## src/rtl/cavlc_level_vlc_encoder_pkg.sv

```systemverilog
// Shared constants and FSM encoding for the CAVLC level codeword serialiser.
// Prefix/suffix split thresholds follow the H.264 level_prefix escape rules.
package cavlc_pkg;

  typedef enum logic [2:0] {
    S_IDLE   = 3'd0,
    S_CALC   = 3'd1,
    S_PREFIX = 3'd2,
    S_STOP   = 3'd3,
    S_SUFFIX = 3'd4,
    S_DONE   = 3'd5
  } state_t;

  localparam logic [3:0] ESC_PREFIX     = 4'd15;
  localparam logic [3:0] PREFIX14       = 4'd14;
  localparam logic [3:0] PREFIX14_SSIZE = 4'd4;
  localparam logic [3:0] ESC_SSIZE      = 4'd12;
  localparam int         SL0_ESC_BASE   = 30;
  localparam int         SL0_P14_BASE   = 14;

endpackage

```

## src/rtl/cavlc_level_vlc_encoder_level_code_split.sv

```systemverilog
// Combinational split of (levelCode, suffixLength) into level_prefix, level_suffix and suffix size.
// Arithmetic is widened by 4 bits so the escape threshold and subtraction never wrap.
module level_code_split
  import cavlc_pkg::*;
#(
  parameter int DATA_WIDTH  = 9,
  parameter int SUFFIX_MAXW = 12
) (
  input  logic [DATA_WIDTH:0]      c,
  input  logic [2:0]               sl,
  output logic [3:0]               prefix,
  output logic [SUFFIX_MAXW-1:0]   suffix,
  output logic [3:0]               ssize,
  output logic                     overflow
);
  localparam int XW = DATA_WIDTH + 5;

  logic [XW-1:0] c_ext;
  logic [XW-1:0] thr;
  logic [XW-1:0] mask;
  logic [XW-1:0] diff;
  logic [XW-1:0] shifted;
  logic [XW-1:0] low;

  assign c_ext   = XW'(c);
  assign thr     = XW'(15) << sl;
  assign mask    = (XW'(1) << sl) - XW'(1);
  assign shifted = c_ext >> sl;
  assign low     = c_ext & mask;

  always_comb begin
    prefix   = '0;
    suffix   = '0;
    ssize    = '0;
    diff     = '0;
    overflow = 1'b0;
    if (sl == 3'd0) begin
      if (c_ext < XW'(SL0_P14_BASE)) begin
        prefix = c_ext[3:0];
      end else if (c_ext < XW'(SL0_ESC_BASE)) begin
        prefix = PREFIX14;
        diff   = c_ext - XW'(SL0_P14_BASE);
        ssize  = PREFIX14_SSIZE;
      end else begin
        prefix = ESC_PREFIX;
        diff   = c_ext - XW'(SL0_ESC_BASE);
        ssize  = ESC_SSIZE;
      end
    end else if (c_ext < thr) begin
      prefix = shifted[3:0];
      diff   = low;
      ssize  = {1'b0, sl};
    end else begin
      prefix = ESC_PREFIX;
      diff   = c_ext - thr;
      ssize  = ESC_SSIZE;
    end
    // Only the escape form can exceed the suffix field; low bits are still emitted.
    overflow = (prefix == ESC_PREFIX) && (diff >= (XW'(1) << SUFFIX_MAXW));
    suffix   = diff[SUFFIX_MAXW-1:0];
  end

endmodule

```

## src/rtl/cavlc_level_vlc_encoder.sv

```systemverilog
// Serialises one H.264 level codeword (prefix zeros, stop '1', suffix MSB-first) per start pulse
// over a valid/ready bit stream; finish pulses one cycle after the last accepted bit.
module cavlc_level_vlc_encoder
  import cavlc_pkg::*;
#(
  parameter int DATA_WIDTH  = 9,
  parameter int SUFFIX_MAXW = 12
) (
  input  logic                  clk,
  input  logic                  rst,
  input  logic                  start,
  input  logic [DATA_WIDTH:0]   level_code,
  input  logic [2:0]            suffix_len,
  output logic                  busy,
  output logic                  bit_out,
  output logic                  bit_valid,
  input  logic                  bit_ready,
  output logic                  finish,
  output logic [3:0]            prefix_len,
  output logic [4:0]            cw_len,
  output logic                  overflow
);
  state_t state, state_nxt;

  logic [DATA_WIDTH:0]      c_q;
  logic [2:0]               sl_q;
  logic [SUFFIX_MAXW-1:0]   suffix_q;
  logic [3:0]               ssize_q;
  logic [3:0]               cnt;
  logic [3:0]               idx;
  logic                     accept;

  logic [3:0]               sp_prefix;
  logic [SUFFIX_MAXW-1:0]   sp_suffix;
  logic [3:0]               sp_ssize;
  logic                     sp_ovf;

  level_code_split #(
    .DATA_WIDTH  (DATA_WIDTH),
    .SUFFIX_MAXW (SUFFIX_MAXW)
  ) u_split (
    .c        (c_q),
    .sl       (sl_q),
    .prefix   (sp_prefix),
    .suffix   (sp_suffix),
    .ssize    (sp_ssize),
    .overflow (sp_ovf)
  );

  assign accept = bit_valid && bit_ready;

  always_ff @(posedge clk) begin
    if (rst) state <= S_IDLE;
    else     state <= state_nxt;
  end

  always_comb begin
    state_nxt = state;
    busy      = 1'b1;
    bit_valid = 1'b0;
    bit_out   = 1'b0;
    finish    = 1'b0;
    case (state)
      S_IDLE: begin
        busy = 1'b0;
        if (start) state_nxt = S_CALC;
      end
      S_CALC: state_nxt = (sp_prefix == 4'd0) ? S_STOP : S_PREFIX;
      S_PREFIX: begin
        bit_valid = 1'b1;
        if (bit_ready && cnt == 4'd1) state_nxt = S_STOP;
      end
      S_STOP: begin
        bit_valid = 1'b1;
        bit_out   = 1'b1;
        if (bit_ready) state_nxt = (ssize_q != 4'd0) ? S_SUFFIX : S_DONE;
      end
      S_SUFFIX: begin
        bit_valid = 1'b1;
        bit_out   = suffix_q[idx];
        if (bit_ready && idx == 4'd0) state_nxt = S_DONE;
      end
      S_DONE: begin
        finish    = 1'b1;
        state_nxt = S_IDLE;
      end
      default: state_nxt = S_IDLE;
    endcase
  end

  always_ff @(posedge clk) begin
    if (rst) begin
      c_q        <= '0;
      sl_q       <= '0;
      suffix_q   <= '0;
      ssize_q    <= '0;
      cnt        <= '0;
      idx        <= '0;
      prefix_len <= '0;
      cw_len     <= '0;
      overflow   <= 1'b0;
    end else begin
      case (state)
        S_IDLE: begin
          if (start) begin
            c_q  <= level_code;
            sl_q <= suffix_len;
          end
        end
        S_CALC: begin
          prefix_len <= sp_prefix;
          suffix_q   <= sp_suffix;
          ssize_q    <= sp_ssize;
          cnt        <= sp_prefix;
          cw_len     <= 5'(sp_prefix) + 5'd1 + 5'(sp_ssize);
          if (sp_ovf) overflow <= 1'b1;
        end
        S_PREFIX: if (accept) cnt <= cnt - 4'd1;
        S_STOP:   if (accept) idx <= ssize_q - 4'd1;
        S_SUFFIX: if (accept && idx != 4'd0) idx <= idx - 4'd1;
        default: ;
      endcase
    end
  end

endmodule

```

## config.mk

```make
export PLATFORM = sky130hd
export DESIGN_NAME = cavlc_level_vlc_encoder
export DESIGN_NICKNAME = d
export VERILOG_FILES = /design/src/rtl/cavlc_level_vlc_encoder_pkg.sv /design/src/rtl/cavlc_level_vlc_encoder_level_code_split.sv /design/src/rtl/cavlc_level_vlc_encoder.sv
export SDC_FILE = /design/constraint.sdc
export NUM_CORES = 1
export LEC_CHECK = 0
export BUFFER_PORTS_ARGS = -buffer_cell sky130_fd_sc_hd__clkbuf_2
export CORE_UTILIZATION = 45
export CTS_CLUSTER_DIAMETER = 40
export DETAILED_ROUTE_END_ITERATION = 8
export PLACE_DENSITY_LB_ADDON = 0.25
export SLEW_MARGIN = 15
export SYNTH_ARGS = -nofsm -noshare
export SYNTH_HDL_FRONTEND = slang
export SYNTH_SLANG_ARGS = --single-unit
```

## constraint.sdc

```tcl
create_clock -name clk -period 3.6 [get_ports clk]
set_input_delay 0.54 -clock clk [delete_from_list [all_inputs] [get_ports clk]]
set_output_delay 0.54 -clock clk [all_outputs]
set_load 0.02 [all_outputs]
```

== Word level (Yosys, flattened, before mapping) ==
Cells that the tools add are included.

* Add/sub/neg operators: 9
* $lt $le $gt $ge: 5
* Eq/ne operators: 14
* Shifts and indexed selects: 3
* Muxes and demuxes: 30
* Bitwise gates (word level): 1
* Reduce and logical (&&, ||, !) cells: 19

{| class="wikitable"
|+ Operators with widths
! kind !! count
|-
| $mux 14 || 4
|-
| $mux 4 || 10
|-
| $pmux 4 s2 || 2
|-
| $pmux 3 s5 || 1
|-
| $and 10x14->14 || 1
|-
| $ge 14x13->1 const B || 1
|-
| $lt 10x14->1 || 1
|-
| $ne 2x2->1 const B || 7
|-
| $shl 1x3->14 const A || 1
|-
| $shl 4x3->14 const A || 1
|-
| $sub 10x14->14 || 1
|-
| $sub 14x2->14 const B || 1
|-
| $mux 3 || 4
|-
| $sub 4x1->4 const B || 3
|-
| $sub 10x4->11 const B || 1
|-
| $sub 10x5->11 const B || 1
|-
| $lt 10x4->1 const B || 1
|-
| $lt 10x5->1 const B || 1
|-
| $shr 10x3->4 || 1
|-
| $logic_not 4->1 || 2
|-
| $reduce_bool 4->1 || 2
|-
| $mux 1 || 7
|-
| $eq 3x2->1 const B || 2
|-
| $eq 3x3->1 const B || 2
|-
| 15 further kinds || 23
|}

* Register bits after elaboration: 50
* Input port bits: 17
* Output and inout port bits: 14
* Logic and storage cells: 91

== Longest topological paths before layout ==
* Depth after elaboration: 8
* Depth in mapped cells: 19
* Mapped depth without buffers: 17

== Cells and area by module ==
A second synthesis with hierarchy kept.

* Cell total of the unflattened synthesis: 485
* Area total of the unflattened synthesis: 3799.9 um2

{| class="wikitable"
|+ By module, submodules not included
! module !! instances !! cells each !! area an instance (um2) !! sequential area each (um2)
|-
| cavlc_level_vlc_encoder || 1 || 295 || 2474.9 || 1001.0
|-
| level_code_split || 1 || 190 || 1325.0 || 0.0
|}

== Worst setup path after synthesis ==
No wires, ideal clock.

* Path kind: register to register
* From: register sl_q[1]
* To: register cw_len[3]
* Arrival: 3.612 ns
* Required time: 3.530 ns
* Setup slack: -0.082 ns
* Cell stages (with the launch flop): 20
* Path buffers: 3
* Path through: dfxtp_1 > buf_2 > nor3_1 > inv_1 > clkbuf_1 > nand2_1 > ha_1 > a21o_1 > a21oi_1 > a21oi_1 > o21ai_4 > clkbuf_1 > nand2_1 > inv_2 > ha_1 > a21o_1 > a21oi_1 > xnor2_1 > nand2_1 > a21oi_1

* Elaborated cells on any way between the ends: 10
* Those cells by class: 2 x add/sub; 1 x order compare; 2 x shift; 4 x mux; 1 x reduce/logical

{| class="wikitable"
|+ RTL lines
! what !! line !! source
|-
| start, declared || cavlc_level_vlc_encoder.sv:26 || <nowiki>logic [2:0] sl_q;</nowiki>
|-
| start signal, assigned || cavlc_level_vlc_encoder.sv:107 || <nowiki>sl_q <= suffix_len;</nowiki>
|-
| $shl 4x3->14 || cavlc_level_vlc_encoder_level_code_split.sv:26 || <nowiki>assign thr = XW'(15) << sl;</nowiki>
|-
| $lt 10x14->1 || cavlc_level_vlc_encoder_level_code_split.sv:49 || <nowiki>end else if (c_ext < thr) begin</nowiki>
|-
| $mux 4 || cavlc_level_vlc_encoder_level_code_split.sv:49 ||
|-
| $mux 4 * || cavlc_level_vlc_encoder_level_code_split.sv:37 || <nowiki>if (sl == 3'd0) begin</nowiki>
|-
| via sp_ssize[1] || cavlc_level_vlc_encoder.sv:35 || <nowiki>logic [3:0] sp_ssize;</nowiki>
|-
| $add 5x4->5 * || cavlc_level_vlc_encoder.sv:115 || <nowiki>cw_len <= 5'(sp_prefix) + 5'd1 + 5'(sp_ssize);</nowiki>
|-
| end signal, assigned || cavlc_level_vlc_encoder.sv:115 ||
|-
| end, declared || cavlc_level_vlc_encoder.sv:20 || <nowiki>output logic [4:0] cw_len,</nowiki>
|}

The timed path passes the listed nets; every way through them passes the cells marked *.
A chain may end at the register's enable or synchronous reset.

== Final worst setup path ==
* From: register sl_q[2]
* To: register cw_len[3]

* Longest elaborated chain between the ends: 6
* Elaborated cells on any way between the ends: 10
* Those cells by class: 2 x add/sub; 1 x order compare; 2 x shift; 4 x mux; 1 x reduce/logical

{| class="wikitable"
|+ RTL lines
! what !! line
|-
| $shl 4x3->14 || cavlc_level_vlc_encoder_level_code_split.sv:26
|-
| $lt 10x14->1 || cavlc_level_vlc_encoder_level_code_split.sv:49
|-
| $mux 4 || cavlc_level_vlc_encoder_level_code_split.sv:49
|-
| $mux 4 || cavlc_level_vlc_encoder_level_code_split.sv:37
|-
| $add 4x1->5 || cavlc_level_vlc_encoder.sv:115
|-
| $add 5x4->5 * || cavlc_level_vlc_encoder.sv:115
|}

Every way passes the cells marked *; elsewhere a longest branch is shown, timed or not.

==> results.json <==
{
  "outcome": "finished clean",
  "yosysWarningCount": 0,
  "critical_path_class": "register to register",
  "r2r_end": "cw_len[3]$_SDFFE_PP0P_",
  "multi_input_area_um2": 2430,
  "power_mw": 3.23,
  "post_synth.cell_area_avg_um2": 7.71,
  "slew_viol_final": 0,
  "vias": 3606,
  "hold_buffers": 0,
  "cpMaxStageDelayCell": "or4_4",
  "fmax_ghz": 0.300,
  "synth-seq-cells": 50,
  "antenna_found_initial": 0,
  "start_util_pct": 46.8,
  "cts_buffer_depth": 2,
  "required_ns": 3.84,
  "drc": 0,
  "synth_area_um2": 3630,
  "worst_slew_pin_slew_ns": 0.855,
  "final-hold-violation-count": 0,
  "via_per_inst": 6.01,
  "track_usage_pct": 24.9,
  "cts_setup_buffers": 0,
  "fin_crit_ns": 3.34,
  "crit_family": "compound AO/OA/AOI/OAI gates",
  "regToRegStartpoint": "sl_q[2]$_SDFFE_PP0P_",
  "path_clk_slew_ns": 0.10,
  "p_leak_nw": 1.62,
  "die_area_um2": 8430,
  "drive_above_1_share_pct": 15.9,
  "die_h_um": 91.8,
  "hpwl_mm": 7.32,
  "clock-root-buffer": "clkbuf_8",
  "synth_top_cells_by_count": "nand2_1 (78), a21oi_1 (50), dfxtp_1 (50), nor2_1 (32), o21ai_0 (30)",
  "worstPathMaxFanout": 7,
  "htreeDepth": 2,
  "drv_cap": 0,
  "crit_path_start_kind": "register",
  "io_buffers": 30,
  "r2r_setup_slack_ns": 0.26,
  "synth_top_area_share_pct": 27.6,
  "wl_mm": 9.97,
  "synth_top_area_cell": "dfxtp_1",
  "cts_buffers": 5,
  "critPathBufInv": 2,
  "grt_max_degree": 38,
  "drt-initial-drc-count": 427,
  "regArea_um2": 1000,
  "num_rows": 32,
  "wl_per_cell_um": 16.6,
  "chipWidth_um": 91.8,
  "cts_tree": "built",
  "tns_ns": 0,
  "ios": 31,
  "grt_pass1_vias": 3399,
  "nNetsFinal": 537,
  "min_path_type": "input pin to register",
  "post-synth-top-count-cell": "nand2_1",
  "grt_first_pass_wirelength_mm": 16.9,
  "setup_violations": 0,
  "seq_area_frac_synth_pct": 27.6,
  "slew_headroom_pct": 43.0,
  "synth_nets": 511,
  "n_fill_cell": 778,
  "skew_ns": 0.0123,
  "synth_cell_types": 67,
  "synth_area_leaders": "dfxtp_1 (28%), nand2_1 (8.1%), ha_1 (7.2%)",
  "reg2regPathDepth": 15,
  "hold_path_depth": 3,
  "power_density_nw_per_um2": 801,
  "async_reset_ff_share_pct": 0,
  "clk_latency_ns": 0.32,
  "crit_path_end_kind": "register",
  "synth_enable_flop_cells": 0,
  "ant_nets": 0,
  "rsz0062_at_grt": "false",
  "crit_chain": "or4_4 -> fa_1 -> a21o_1 -> nand4_1 -> a21oi_2 -> o21ai_4 -> a31oi_1 -> inv_1 -> ha_1 -> inv_1 -> a21o_1 -> a21oi_1 -> xnor2_1 -> nand2_1 -> a21oi_1",
  "place.gp.congestion": 0.944,
  "syn_to_final_growth_pct": 11.2,
  "cts.sinks": 50,
  "critPathMaxStageDelay_ns": 0.58,
  "synth_flop_cell": "dfxtp_1",
  "firstDrtPassIters": 6,
  "worstHoldStart": "level_code[6]",
  "core_area_um2": 7770,
  "antenna_cells": 0,
  "min_to": "c_q[6]$_SDFFE_PP0P_",
  "fin_crit_sh_pct": 92.7,
  "arrival_ns": 3.58,
  "peakVddDrop_v": 0.000508,
  "grt.overflow.total": 0,
  "postSynthCellCount": 471
}
routing by layer:
layer / share of wire (%) / track usage [%]
met1: 48 / 36.0
met2: 45 / 38.4
met3: 6.5 / 3.73
met4: 1.4 / 6.90
met5: 0 / 0
sequential cells by signal, summed over array words and instances (netlist names):
| signal | cells |
|---|---|
| prefix_len | 4 |
| state | 3 |
| ssize_q | 4 |
| c_q | 10 |
| sl_q | 3 |
| suffix_q | 12 |
| cw_len | 5 |
| idx | 4 |
| cnt | 4 |
| overflow | 1 |
cells by family after synthesis:
| family | synth area share, % |
|---|---|
| compound gates | 26.4 |
| buf+inv | 5.68 |
| simple gates | 21.3 |
| flops | 27.6 |
| fa+ha+maj | 8.34 |
| mux | 7.65 |
| xor+xnor | 3.13 |
where the power goes:
group | internal [mW] | switching [mW]
clock | 0.159 | 0.204
sequential | 0.712 | 0.164
combinational | 0.805 | 1.19
total | 1.67 | 1.56
final cells by class:
type,instances,area share (%)
Multi-Input combinational cell,370,60.3
Sequential cell,50,24.8
Timing Repair Buffer,50,7.44
Tap cell,102,3.16
Clock buffer,6,2.05
Inverter,20,1.86
Clock inverter,2,0.434
worst register-to-register path, stage by stage, from the launching register on:
cell and delay [ns]:
dfxtp_1 0.38, or4_4 0.58, fa_1 0.41, a21o_1 0.19, nand4_1 0.15, a21oi_2 0.12, o21ai_4 0.27, a31oi_1 0.15
inv_1 0.08, ha_1 0.18, inv_1 0.05, a21o_1 0.17, a21oi_1 0.19, xnor2_1 0.14, nand2_1 0.07, a21oi_1 0.14
timing repair:
action	4_1_cts	5_1_grt
resized for setup	0	1
endpoints found under the hold margin	0	0
setup endpoints to repair	0	2
stage by stage:
stage,utilization (%),setup slack [ns],instances,area [um2],hold slack (ns)
2_1_floorplan,-,0.00119,471,3630,0.429
3_3_place_gp,50.6,0.373,592,3930,0.440
6_report,52.0,0.264,600,4040,0.444
3_5_place_dp,50.6,0.275,592,3930,0.447
4_1_cts,51.9,0.261,600,4030,0.438
5_1_grt,52.0,0.0495,600,4040,0.446
worst max-delay path by stage:
stage / start / end / slack [ns] / cells after the start
finish: sl_q[2]$_SDFFE_PP0P_ / cw_len[3]$_SDFFE_PP0P_ / 0.26 / 15
detailed placement: sl_q[2]$_SDFFE_PP0P_ / cw_len[3]$_SDFFE_PP0P_ / 0.27 / 15
global route: sl_q[2]$_SDFFE_PP0P_ / cw_len[3]$_SDFFE_PP0P_ / 0.05 / 17
CTS: sl_q[2]$_SDFFE_PP0P_ / cw_len[3]$_SDFFE_PP0P_ / 0.26 / 15
global placement: sl_q[2]$_SDFFE_PP0P_ / cw_len[3]$_SDFFE_PP0P_ / 0.37 / 13
floorplan: sl_q[1]$_SDFFE_PP0P_ / cw_len[2]$_SDFFE_PP0P_ / 0.001 / 17
placed cells by master (no fill, tap or decap), types with 7 or more instances in the layout:
master,n
inv_1,17
mux2i_1,12
buf_4,20
nor2_1,32
a21oi_1,49
dfxtp_1,50
nor3_1,10
xnor2_1,7
clkbuf_2,30
nand2_1,78
and3_1,7
a31oi_1,11
nand3_1,12
ha_1,21
o21ai_0,30
Power figures use the tool's default switching activity.
